`src/rtl/prio_cond_reg_bank_pkg.sv`:
```
// Shared definitions for the conditional-update register bank.
//   mode_e    : per-channel update mode (hold / load / increment / clear)
//   chan_lsb  : bit offset of channel idx inside a packed per-channel bus
package prio_cond_reg_pkg;

  typedef enum logic [1:0] {
    MODE_HOLD = 2'b00,
    MODE_LOAD = 2'b01,
    MODE_INC  = 2'b10,
    MODE_CLR  = 2'b11
  } mode_e;

  function automatic int unsigned chan_lsb(input int unsigned idx, input int unsigned w);
    return idx * w;
  endfunction

endpackage

```
`src/rtl/prio_cond_reg_bank_if.sv`:
```
// Bus bundle for prio_cond_reg_bank.
//   master : drives CLR/EN/MODE/DIN and the readback request, observes results
//   slave  : the register bank side
// Packing: channel i uses MODE[2i+1:2i], DIN/Q[W*i+W-1:W*i],
// UPD_CNT[CNT_W*i+CNT_W-1:CNT_W*i].
interface prio_cond_reg_bank_if #(
  parameter int NCH   = 4,
  parameter int W     = 8,
  parameter int CNT_W = 4,
  parameter int AW    = 2
) ();

  logic                 CLR;
  logic [NCH-1:0]       EN;
  logic [2*NCH-1:0]     MODE;
  logic [NCH*W-1:0]     DIN;
  logic [NCH*W-1:0]     Q;
  logic [NCH-1:0]       CHG;
  logic [NCH*CNT_W-1:0] UPD_CNT;
  logic                 RD_EN;
  logic [AW-1:0]        RD_ADDR;
  logic [W-1:0]         RD_DATA;
  logic                 RD_VLD;
  logic                 RD_ERR;

  modport master (
    output CLR, EN, MODE, DIN, RD_EN, RD_ADDR,
    input  Q, CHG, UPD_CNT, RD_DATA, RD_VLD, RD_ERR
  );

  modport slave (
    input  CLR, EN, MODE, DIN, RD_EN, RD_ADDR,
    output Q, CHG, UPD_CNT, RD_DATA, RD_VLD, RD_ERR
  );

endinterface

```
`src/rtl/prio_cond_reg_bank_chan.sv`:
```
// One channel of the bank: W-bit conditional register, change pulse and
// saturating change counter.
//   CLK, RST : clock, async active-low reset
//   clr      : synchronous clear of q/chg/cnt (overrides en/mode)
//   en, mode : update enable and mode (hold/load/inc/clear)
//   din      : load data
//   q        : register value
//   chg      : 1 for one cycle after an edge where q changed
//   cnt      : saturating count of value changes
module cond_reg_chan
  import prio_cond_reg_pkg::*;
#(
  parameter int W     = 8,
  parameter int CNT_W = 4
) (
  input  logic             CLK,
  input  logic             RST,
  input  logic             clr,
  input  logic             en,
  input  logic [1:0]       mode,
  input  logic [W-1:0]     din,
  output logic [W-1:0]     q,
  output logic             chg,
  output logic [CNT_W-1:0] cnt
);

  logic [W-1:0] q_nxt;
  logic         changed;

  always_comb begin
    q_nxt = q;
    if (en) begin
      case (mode_e'(mode))
        MODE_HOLD: q_nxt = q;
        MODE_LOAD: q_nxt = din;
        MODE_INC:  q_nxt = q + W'(1);
        MODE_CLR:  q_nxt = '0;
        default:   q_nxt = q;
      endcase
    end
  end

  // Activity is defined by the value actually moving, so an equal load or
  // a per-channel clear of an already-zero register is not a change.
  assign changed = (q_nxt != q);

  always_ff @(posedge CLK or negedge RST) begin
    if (!RST) begin
      q   <= '0;
      chg <= 1'b0;
      cnt <= '0;
    end else if (clr) begin
      q   <= '0;
      chg <= 1'b0;
      cnt <= '0;
    end else begin
      q   <= q_nxt;
      chg <= changed;
      if (changed && (cnt != '1)) begin
        cnt <= cnt + CNT_W'(1);
      end
    end
  end

endmodule

```
`src/rtl/prio_cond_reg_bank.sv`:
```
// Bank of NCH independent conditional-update registers with change metrics
// and a registered readback port.
//   CLK : clock, rising edge
//   RST : asynchronous reset, active-low
//   bus : slave side of prio_cond_reg_bank_if (CLR, EN, MODE, DIN, Q, CHG,
//         UPD_CNT, RD_EN, RD_ADDR, RD_DATA, RD_VLD, RD_ERR)
// Requires 2**AW >= NCH.
module prio_cond_reg_bank
  import prio_cond_reg_pkg::*;
#(
  parameter int NCH   = 4,
  parameter int W     = 8,
  parameter int CNT_W = 4,
  parameter int AW    = 2
) (
  input logic                  CLK,
  input logic                  RST,
  prio_cond_reg_bank_if.slave  bus
);

  logic [W-1:0]     q_arr [NCH];
  logic [NCH-1:0]   chg_vec;
  logic [CNT_W-1:0] cnt_arr [NCH];

  for (genvar g = 0; g < NCH; g++) begin : g_ch
    cond_reg_chan #(
      .W     (W),
      .CNT_W (CNT_W)
    ) u_chan (
      .CLK  (CLK),
      .RST  (RST),
      .clr  (bus.CLR),
      .en   (bus.EN[g]),
      .mode (bus.MODE[chan_lsb(g, 2) +: 2]),
      .din  (bus.DIN[chan_lsb(g, W) +: W]),
      .q    (q_arr[g]),
      .chg  (chg_vec[g]),
      .cnt  (cnt_arr[g])
    );

    assign bus.Q[chan_lsb(g, W) +: W]               = q_arr[g];
    assign bus.UPD_CNT[chan_lsb(g, CNT_W) +: CNT_W] = cnt_arr[g];
  end

  assign bus.CHG = chg_vec;

  // Readback sees the register outputs before this edge's update, so a
  // read and write of the same channel in one cycle returns the old value.
  logic [W-1:0] rd_mux;
  logic         rd_hit;

  always_comb begin
    rd_mux = '0;
    rd_hit = 1'b0;
    for (int i = 0; i < NCH; i++) begin
      if (bus.RD_ADDR == AW'(i)) begin
        rd_mux = q_arr[i];
        rd_hit = 1'b1;
      end
    end
  end

  logic [W-1:0] rd_data;
  logic         rd_vld;
  logic         rd_err;

  always_ff @(posedge CLK or negedge RST) begin
    if (!RST) begin
      rd_data <= '0;
      rd_vld  <= 1'b0;
      rd_err  <= 1'b0;
    end else if (bus.RD_EN) begin
      rd_vld <= 1'b1;
      if (rd_hit) begin
        rd_data <= rd_mux;
        rd_err  <= 1'b0;
      end else begin
        rd_data <= '0;
        rd_err  <= 1'b1;
      end
    end else begin
      rd_vld <= 1'b0;
      rd_err <= 1'b0;
    end
  end

  assign bus.RD_DATA = rd_data;
  assign bus.RD_VLD  = rd_vld;
  assign bus.RD_ERR  = rd_err;

endmodule

```
`src/flat_wrapper.sv`:
```
// flat-port wrapper written by rule: the top's interface ports become plain ports
module prio_cond_reg_bank_flat import prio_cond_reg_pkg::*;
#(
  parameter int NCH   = 4,
  parameter int W     = 8,
  parameter int CNT_W = 4,
  parameter int AW    = 2
)
  (CLK, RST, bus_CLR, bus_EN, bus_MODE, bus_DIN, bus_RD_EN, bus_RD_ADDR, bus_Q, bus_CHG, bus_UPD_CNT, bus_RD_DATA, bus_RD_VLD, bus_RD_ERR);
  prio_cond_reg_bank_if #(.NCH(NCH), .W(W), .CNT_W(CNT_W), .AW(AW)) bus_i ();
  input logic CLK;
  input logic RST;
  input wire logic [$bits(bus_i.CLR)-1:0] bus_CLR;
  input wire logic [$bits(bus_i.EN)-1:0] bus_EN;
  input wire logic [$bits(bus_i.MODE)-1:0] bus_MODE;
  input wire logic [$bits(bus_i.DIN)-1:0] bus_DIN;
  input wire logic [$bits(bus_i.RD_EN)-1:0] bus_RD_EN;
  input wire logic [$bits(bus_i.RD_ADDR)-1:0] bus_RD_ADDR;
  output wire logic [$bits(bus_i.Q)-1:0] bus_Q;
  output wire logic [$bits(bus_i.CHG)-1:0] bus_CHG;
  output wire logic [$bits(bus_i.UPD_CNT)-1:0] bus_UPD_CNT;
  output wire logic [$bits(bus_i.RD_DATA)-1:0] bus_RD_DATA;
  output wire logic [$bits(bus_i.RD_VLD)-1:0] bus_RD_VLD;
  output wire logic [$bits(bus_i.RD_ERR)-1:0] bus_RD_ERR;
  assign bus_i.CLR = bus_CLR;
  assign bus_i.EN = bus_EN;
  assign bus_i.MODE = bus_MODE;
  assign bus_i.DIN = bus_DIN;
  assign bus_i.RD_EN = bus_RD_EN;
  assign bus_i.RD_ADDR = bus_RD_ADDR;
  assign bus_Q = bus_i.Q;
  assign bus_CHG = bus_i.CHG;
  assign bus_UPD_CNT = bus_i.UPD_CNT;
  assign bus_RD_DATA = bus_i.RD_DATA;
  assign bus_RD_VLD = bus_i.RD_VLD;
  assign bus_RD_ERR = bus_i.RD_ERR;
  prio_cond_reg_bank #(.NCH(NCH), .W(W), .CNT_W(CNT_W), .AW(AW)) u_core (.CLK(CLK), .RST(RST), .bus(bus_i));
endmodule
```
`config.mk`:
```
export PLATFORM = sky130hd
export DESIGN_NAME = prio_cond_reg_bank_flat
export DESIGN_NICKNAME = d
export VERILOG_FILES = /design/src/rtl/prio_cond_reg_bank_pkg.sv /design/src/rtl/prio_cond_reg_bank_if.sv /design/src/rtl/prio_cond_reg_bank_chan.sv /design/src/rtl/prio_cond_reg_bank.sv /design/src/flat_wrapper.sv
export SDC_FILE = /design/constraint.sdc
export NUM_CORES = 1
export LEC_CHECK = 0
export ABC_AREA = 1
export ABC_CLOCK_PERIOD_IN_PS = 1850
export CORE_MARGIN = 4
export CORE_UTILIZATION = 40
export CTS_CLUSTER_DIAMETER = 120
export DETAILED_ROUTE_END_ITERATION = 12
export GPL_TIMING_DRIVEN = 0
export PLACE_DENSITY = 0.74
export REMOVE_ABC_BUFFERS = 1
export SETUP_SLACK_MARGIN = 0.3
export SLEW_MARGIN = 15
export SYNTH_ARGS = -nofsm -noshare
export SYNTH_HDL_FRONTEND = slang
export SYNTH_SLANG_ARGS = --single-unit
```
`constraint.sdc`:
```
create_clock -name CLK -period 1.85 [get_ports CLK]
set_clock_uncertainty 0.15 [all_clocks]
set_input_delay 0.2775 -clock CLK [delete_from_list [all_inputs] [get_ports CLK]]
set_output_delay 0.2775 -clock CLK [all_outputs]
set_load 0.01 [all_outputs]
```
## Word-level counts from Yosys, hierarchy flattened

Cells that the tools add are included.

- Input bits: 50
- Output and inout bits: 62
- Bits in latches: 0
- Logic and storage cells: 95
- Memories kept: 0
- Bits in read-only memories: 0
- Register bits: 62
- RAM bits: 0

- Add/sub/neg operators: 8
- Bitwise operators: 0
- Multiplexer cells: 36
- Multipliers: 0
- Divide/modulo/power cells: 0
- Equality and inequality tests: 23
- Reduce and logical (&&, ||, !) cells: 13
- $lt $le $gt $ge: 0
- Shift operators: 0

Operator list:

| cell | number |
|---|---|
| one-hot mux 8 bit (4 select lines) | 4 |
| two-way mux 8 bit | 13 |
| adder 8 x 1 -> 8 bit (second input constant) | 4 |
| two-way mux 4 bit | 8 |
| != test 8 bit | 4 |
| equality test 2 bit (second input constant) | 10 |
| adder 4 x 1 -> 4 bit (second input constant) | 4 |
| != test 4 bit (second input constant) | 4 |
| two-way mux 1 bit | 11 |
| equality test 2 x 1 -> 1 bit (second input constant) | 5 |
| zero test 2 bit | 5 |
| nonzero test 2 bit | 4 |
| logical AND 1 bit | 4 |

## Depth between registers and ports, before layout

Gate-level depths: netlist of the first run.

- Word-level depth: 7
- Gate-level depth with buffers: 15
- Depth with buffers taken out: 15

## By module

Synthesis of the first run repeated with hierarchy kept, for this count alone.

- Cells, all modules: 752
- Area, all modules: 4874.7 um^2

Modules (own cells, without submodules):

| module | area each (um^2) | cells an instance | instances | sequential area each (um^2) |
|---|---|---|---|---|
| cond_reg_chan | 1041.0 | 161 | 4 | 325.3 |
| prio_cond_reg_bank | 710.7 | 108 | 1 | 250.2 |

## Worst setup path after synthesis of the first run

OpenSTA, ideal clock, no wires.

- Path kind: register to register
- Start: register u_core.g_ch[2].u_chan.q[0]
- End: register u_core.g_ch[2].u_chan.cnt[2]
- Library setup time: 0.066 ns
- Arrival time: 1.694 ns
- Required time: 1.634 ns
- Path slack: -0.061 ns
- Cell stages (with the launch flop): 12
- Cell sequence: dfrtp_1 ha_1 or2_2 nand3_1 nand2_1 nand3_1 nand4_1 nor2_4 nand3_4 nand2_2 nand3_1 nand2_1

- Word-level cells in the longest chain between the ends: 6

RTL lines:

| item | RTL line | RTL |
|---|---|---|
| start, declared | prio_cond_reg_bank_chan.sv:22 | `output logic [W-1:0] q,` |
| start signal, assigned | prio_cond_reg_bank_chan.sv:57 | `q <= q_nxt;` |
| adder 8 x 1 -> 8 bit | prio_cond_reg_bank_chan.sv:36 | `MODE_INC: q_nxt = q + W'(1);` |
| one-hot mux 8 bit (4 select lines) | prio_cond_reg_bank_chan.sv:33 | `case (mode_e'(mode))` |
| two-way mux 8 bit | prio_cond_reg_bank_chan.sv:32 | `if (en) begin` |
| != test 8 bit (*) | prio_cond_reg_bank_chan.sv:45 | `assign changed = (q_nxt != q);` |
| logical AND 1 bit (*) | prio_cond_reg_bank_chan.sv:59 | `if (changed && (cnt != '1)) begin` |
| nonzero test 2 bit (no line) (*) | -- |  |
| end signal, assigned | prio_cond_reg_bank_chan.sv:60 | `cnt <= cnt + CNT_W'(1);` |
| end, declared | prio_cond_reg_bank_chan.sv:24 | `output logic [CNT_W-1:0] cnt` |

Every way passes the cells marked *; elsewhere a longest branch is shown, timed or not.
A chain may end at the register's enable or synchronous reset.

## Final worst setup path of the first run

- Start: register u_core.g_ch[1].u_chan.q[0]
- End: register u_core.g_ch[1].u_chan.cnt[2]

- Word-level cells in the longest chain between the ends: 6

RTL lines:

| item | RTL line |
|---|---|
| start, declared | prio_cond_reg_bank_chan.sv:22 |
| start signal, assigned | prio_cond_reg_bank_chan.sv:57 |
| adder 8 x 1 -> 8 bit | prio_cond_reg_bank_chan.sv:36 |
| one-hot mux 8 bit (4 select lines) | prio_cond_reg_bank_chan.sv:33 |
| two-way mux 8 bit | prio_cond_reg_bank_chan.sv:32 |
| != test 8 bit (*) | prio_cond_reg_bank_chan.sv:45 |
| logical AND 1 bit (*) | prio_cond_reg_bank_chan.sv:59 |
| nonzero test 2 bit (no line) (*) | -- |
| end signal, assigned | prio_cond_reg_bank_chan.sv:60 |
| end, declared | prio_cond_reg_bank_chan.sv:24 |

Marked as above.

==> results.sh, run 1 <==
export IMPL_antenna_cells=0
export IMPL_vias=5187
export IMPL_met1_length_um=6160
export IMPL_pwr_share_clk_pct=36.7
export IMPL_grt_ovfl_total=0
export IMPL_max_cap_viol_count=0
export IMPL_min_path_type="in -> async"
export IMPL_clkTransAtPathRegs_ps=60
export IMPL_htreeDepth=3
export IMPL_cp_required_ps=1960
export IMPL_die_w_um=116
export IMPL_mostFrequentLayoutCells="126 x nand2_1, 75 x nand3_1, 59 x inv_1, 55 x dlygate4sd2_1, 53 x nor2_1"
export IMPL_p_per_area_nw_per_um2=696
export IMPL_grt_pass1_vias=5046
export IMPL_internal_power_uw=3220
export IMPL_drtPass1Iterations=5
export IMPL_r2r_start="u_core.g_ch[1].u_chan.q[0]"
export IMPL_io_pins=112
export IMPL_synth_top_cell_area_share_pct=33.4
export IMPL_start_util_pct=40.8
export IMPL_synth_top_cell_by_area="dfrtp_1"
export IMPL_die_area_um2=13400
export IMPL_hold_viol_final=0
export IMPL_nets=883
export IMPL_worst_setup_path_type="reg -> reg"
export IMPL_slew_viol_final=0
export IMPL_via_per_inst=5.33
export IMPL_status="complete, but fails checks"
export IMPL_fmax_mhz=508
export IMPL_final_layout_size_suffix_gt1_share_pct=30.4
export IMPL_mostFrequentLayoutCell="nand2_1"
export IMPL_violations="setup timing"
export IMPL_drc_errors=0
export IMPL_portBuffers=111
export IMPL_n_fill_cell=1016
export IMPL_finalSetupViolCount=19
export IMPL_wl_met2_um=7290
export IMPL_synth_area_per_cell_um2=6.94
export IMPL_drtAntennaViolNets=0
export IMPL_synth_cell_type_count=34
export IMPL_vdd_drop_max_uv=437
export IMPL_rsz0062_at_grt="yes"
export IMPL_hold_worst_slack_ps=253
export IMPL_fp_dieH_um=116
export IMPL_place_gp_congestion=0.931
export IMPL_synth_area_um2=4640
export IMPL_wl_per_cell_um=15.1
export IMPL_grt_pass1_wl_um=23100
export IMPL_postSynthCellCount=669
export IMPL_min_period_ps=1970
export IMPL_cts_buffer_depth=2
export IMPL_seq_power_share_pct=34.2
export IMPL_p_total_uw=4780
export IMPL_crit_path_end_kind="flop"
export IMPL_fin_tns_setup_ps=-1370
export IMPL_setup_ws_ps=-120
export IMPL_cts_sinks=62
export IMPL_cts_tree="built"
export IMPL_antenna_found_initial=0
export IMPL_area_growth_pct=47.9
export IMPL_synth_area_leaders="dfrtp_1 33%, nand2_1 12%, nand3_1 11%, o21ai_0 5.2%, inv_1 5.1%"
export IMPL_core_um2=11400
export IMPL_synth_warning_count=0
export IMPL_cp_start_kind="flop"
export IMPL_combPwrFrac_pct=29.1
export IMPL_slew_headroom_pct=52.3
export IMPL_r2r_setup_slack_ps=-120
export IMPL_tightest_slew_ps=716
export IMPL_drt_iter0_drc=341
export IMPL_reg2reg_depth=11
export IMPL_top_layer="met4"
export IMPL_cp_max_fo=6
export IMPL_cts_buffers_inserted=9
export IMPL_cts_root_buf="clkbuf_16"
export IMPL_leakage_uw=0.00333
export IMPL_switchingPower_uw=1560
export IMPL_rr_endpoint="u_core.g_ch[1].u_chan.cnt[2]"
export IMPL_multi_input_area_um2=3010
export IMPL_globalRouteTotalUtil_pct=21.3
export IMPL_grt_max_degree=38
export IMPL_drt_total_wl_um=14700
export IMPL_arrival_ps=2080
export IMPL_register_area_um2=1580
export IMPL_clock_latency_ps=330
export IMPL_seq_area_frac_synth_pct=33.4
export IMPL_core_rowCount=39
export IMPL_swShare_pct=32.7
export IMPL_hpwl_um=9840
export IMPL_wl_met3_um=898
export IMPL_ys_ff_latch=62
export IMPL_min_period_over_period_pct=106
final cells by class:
| cell class | count | share of cell area, % |
|---|---|---|
| inverters | 82 | 4.67 |
| clock buffers | 11 | 3.68 |
| repair buffers | 164 | 21.4 |
| flip-flops and latches | 62 | 23.0 |
| clock inverters | 5 | 0.820 |
| well taps | 143 | 2.61 |
| multi-input cells | 506 | 43.8 |
metal layers:
layer | vias up | global-route usage [%]
met2 | 168 | 37.6
met5 | - | 0
met4 | 0 | 7.81
li1 | 2545 | -
met3 | 37 | 4.02
met1 | 2437 | 26.0
flip-flops by register name, indices dropped and copies added, names as in the netlist:
signal,flops
u_core.g_ch.u_chan.q,32
u_core.g_ch.u_chan.cnt,16
u_core.bus.RD_DATA,8
u_core.g_ch.u_chan.chg,4
u_core.bus.RD_ERR,1
u_core.bus.RD_VLD,1
how the worst max path moves through the flow:
| stage | start | end | slack, ps | depth (start not counted) |
|---|---|---|---|---|
| CTS | u_core.g_ch[1].u_chan.q[0] | u_core.g_ch[1].u_chan.cnt[2] | -100 | 11 |
| global placement | RST | u_core.g_ch[3].u_chan.q[1] | -1810 | 1 |
| global route | u_core.g_ch[1].u_chan.q[1] | u_core.g_ch[1].u_chan.cnt[0] | -200 | 12 |
| detailed placement | bus_CLR | u_core.g_ch[2].u_chan.cnt[3] | -710 | 4 |
| floorplan | u_core.g_ch[2].u_chan.q[0] | u_core.g_ch[2].u_chan.cnt[0] | -80 | 11 |
| finish | u_core.g_ch[1].u_chan.q[0] | u_core.g_ch[1].u_chan.cnt[2] | -120 | 11 |
what timing repair did:
item,CTS,global route
pin swaps,38,37
hold endpoints to repair,25,0
resized for setup,168,72
buffers inserted,36,15
hold buffers,1,0
endpoints found under the setup margin,108,51
cells in the mapped netlist:
cell type / count
a31oi_1: 8
nand4_2: 1
nand3_4: 4
buf_4: 4
buf_6: 4
xor2_1: 8
nand3_2: 1
nand4_1: 23
clkbuf_1: 9
o21ai_1: 6
inv_1: 63
o21ai_4: 4
nand3_1: 104
a21oi_1: 20
nor2_1: 62
clkbuf_4: 1
inv_4: 2
o211ai_1: 4
clkinv_1: 2
o221ai_1: 4
clkinv_2: 1
inv_2: 14
o21ai_0: 48
or2_2: 4
nor2_4: 7
nand2_1: 145
nand2_2: 18
dfrtp_1: 62
buf_2: 1
a211oi_1: 6
nand2_4: 2
conb_1: 1
ha_1: 8
nor2_2: 18
worst max-delay path, stage by stage (launching register included):
cell	delay (ps)
dfrtp_2	450
ha_4	180
or2_4	220
nand3_2	70
nand2_2	70
nand3_2	70
nand4_1	160
nor2_4	140
nand3_4	130
nand2_4	110
nand3_2	70
nand2_1	90
logic make-up (layout without fill, tap and decap cells):
group | after synthesis | count (layout) | share of synthesized area [%]
and+or+nand+nor | 389 | 389 | 40.6
DFF | 62 | 62 | 33.4
adders and majority gates | 8 | 8 | 2.16
other | 1 | 1 | 0.0808
AOI/OAI and AO/OA | 100 | 100 | 12.8
xor gates and xnor gates | 8 | 8 | 1.51
buffers and inverters | 101 | 262 | 9.38
power by group through the flow:
stage,Sequential [uW],Clock (uW),Combinational [uW]
3_5_place_dp,1660,0,1220
2_1_floorplan,1690,0,599
4_1_cts,1630,1780,1320
5_1_grt,1650,1840,1530
6_report,1630,1750,1390
3_3_place_gp,1660,0,1190
stage by stage:
step                      area (um2)  instances  setup slack, ps  utilization, %
after floorplan                 4520        650            -79.1               -
after global placement          5810        904            -1810            51.1
after detailed placement        5820        905             -710            51.2
after CTS                       6600        958             -101            58.1
after global routing            6870        973             -199            60.4
final                           6870        973             -120            60.4
Power figures use the tool's default switching activity.
==> run 2: changes to the inputs <==
--- a/config.mk
+++ b/config.mk
@@ -11,7 +11,6 @@
 export CORE_UTILIZATION = 40
 export CTS_CLUSTER_DIAMETER = 120
 export DETAILED_ROUTE_END_ITERATION = 12
-export GPL_TIMING_DRIVEN = 0
 export PLACE_DENSITY = 0.74
 export REMOVE_ABC_BUFFERS = 1
 export SETUP_SLACK_MARGIN = 0.3
==> run 2 against run 1 <==
  * Clock-buffer cell count grew 1
  * The run still ends with setup timing left
  * Design area grew 5.8%
  * Largest cell class unchanged
  * Maximum frequency shrank 3.6%
  * Die area is the same
  * Final cell count grew 4.8%
  * Non-clock buffer count grew 47
  * Flip-flop and latch count is the same
  * Via count grew 6.6%
==> results.sh, run 2 (synthesis results as in run 1) <==
export IMPL_drt_total_wl_um=16100
export IMPL_grt_max_degree=37
export IMPL_r2r_setup_slack_ps=-190
export IMPL_area_growth_pct=56.4
export IMPL_cp_slowest_stage_delay_ps=370
export IMPL_crit_top_cell="nand2_1"
export IMPL_drtAntennaViolNets=0
export IMPL_met1_length_um=6330
export IMPL_antenna_found_initial=0
export IMPL_crit_start="u_core.g_ch[1].u_chan.q[0]"
export IMPL_core_rowCount=39
export IMPL_hold_viol_final=0
export IMPL_status="complete, but fails checks"
export IMPL_violations="setup timing"
export IMPL_place_gp_congestion=0.944
export IMPL_drtPass1Iterations=5
export IMPL_final_layout_size_suffix_gt1_share_pct=33.4
export IMPL_grt_ovfl_total=0
export IMPL_crit_chain="ha_2 > nand2_2 > nor2_4 > nor2_1 > nand2_1 > nand3_2 > nand3_2 > nand2_1 > nor2_2 > nand3_4 > nand2_4 > nand3_1 > nand2_1"
export IMPL_largest_register="u_core.g_ch.u_chan.q"
export IMPL_setup_ws_ps=-194
export IMPL_cts_root_buf="clkbuf_16"
export IMPL_vdd_drop_max_uv=491
export IMPL_core_um2=11400
export IMPL_place_ws_ps=-527
export IMPL_antenna_cells=0
export IMPL_io_pins=112
export IMPL_wl_per_cell_um=15.8
export IMPL_fp_dieH_um=116
export IMPL_min_period_ps=2040
export IMPL_wl_met2_um=8360
export IMPL_p_per_area_nw_per_um2=689
export IMPL_clkTransAtPathRegs_ps=50
export IMPL_via_per_inst=5.42
export IMPL_drc_errors=0
export IMPL_crit_path_end_kind="flop"
export IMPL_cp_required_ps=1960
export IMPL_reg2reg_depth=13
export IMPL_globalRouteTotalUtil_pct=23.1
export IMPL_die_area_um2=13400
export IMPL_grt_pass1_vias=5457
export IMPL_cp_start_kind="flop"
export IMPL_cts_buffer_depth=2
export IMPL_wl_met3_um=1140
export IMPL_finalSetupViolCount=19
export IMPL_die_w_um=116
export IMPL_htreeDepth=3
export IMPL_rsz0062_at_grt="yes"
export IMPL_portBuffers=111
export IMPL_arrival_ps=2160
export IMPL_mostFrequentLayoutCell="nand2_1"
export IMPL_slowest_stage="dfrtp_1"
export IMPL_nets=930
export IMPL_mostFrequentLayoutCells="120 x nand2_1, 78 x nand3_1, 74 x buf_4, 60 x inv_1, 56 x nor2_1"
export IMPL_cts_tree="built"
export IMPL_rr_endpoint="u_core.g_ch[1].u_chan.cnt[0]"
export IMPL_max_cap_viol_count=0
export IMPL_min_period_over_period_pct=110
export IMPL_leakage_uw=0.00355
export IMPL_cts_buffers_inserted=9
export IMPL_hpwl_um=11100
export IMPL_min_path_type="in -> async"
export IMPL_vias=5529
export IMPL_p_total_uw=5000
export IMPL_grt_pass1_wl_um=25000
export IMPL_top_layer="met4"
export IMPL_clock_latency_ps=330
export IMPL_crit_end="u_core.g_ch[1].u_chan.cnt[0]"
export IMPL_finish_utilization_pct=63.9
export IMPL_worst_setup_path_type="reg -> reg"
export IMPL_fmax_mhz=489
export IMPL_slew_viol_final=0
export IMPL_cts_sinks=62
export IMPL_drt_iter0_drc=399
export IMPL_r2r_start="u_core.g_ch[1].u_chan.q[0]"
export IMPL_start_util_pct=40.8
export IMPL_largest_reg_flops=32
export IMPL_cp_max_fo=6
[run 2: what timing repair did]
action                                  in CTS  in global routing
gates resized for setup                    193                 80
hold buffers                                 1                  0
buffers inserted                            29                  8
pin swaps                                   31                 45
endpoints found under the setup margin      94                 51
hold endpoints to repair                    18                  0
[run 2: layout make-up]
class,count,area [um2]
Multi-Input combinational cell,506,3040
Clock inverter,4,70.1
Sequential cell,62,1560
Clock buffer,12,246
Timing Repair Buffer,211,1850
Tap cell,143,179
Fill cell,981,4110
Inverter,82,320
[run 2: worst min path at each step]
| stage | startpoint | end | slack [ps] |
|---|---|---|---|
| after floorplan | RST | u_core.bus.RD_DATA[0] | -170 |
| after global placement | RST | u_core.g_ch[0].u_chan.cnt[2] | 110 |
| after detailed placement | RST | u_core.g_ch[0].u_chan.cnt[2] | 120 |
| after CTS | RST | u_core.g_ch[0].u_chan.cnt[2] | 310 |
| after global routing | RST | u_core.g_ch[0].u_chan.cnt[2] | 350 |
| final | RST | u_core.g_ch[0].u_chan.chg | 300 |
[run 2: per-stage QoR]
step	hold slack (ps)	TNS [ps]	area, um2	cells
floorplan	-168	-1260	4520	650
global placement	115	-8210	6280	966
detailed placement	122	-9960	6280	966
CTS	313	-1070	7000	1012
global route	349	-4260	7260	1020
finish	303	-2110	7260	1020
[run 2: critical path: cells and delay by family (launching register included)]
family	cells	cell delay, ps
DFF	1	370
and+or+nand+nor	12	1240
adders and majority gates	1	210
[run 2: layer usage]
layer,vias up,GRT usage (%)
met4,0,6.11
met3,30,4.86
met2,245,42.1
met5,-,0
met1,2624,27.7
li1,2630,-
[run 2: power breakdown]
group	internal, uW	total [uW]	switching [uW]
Clock	1210	1810	601
Sequential	1480	1620	132
Combinational	718	1570	854
Total	3410	5000	1590
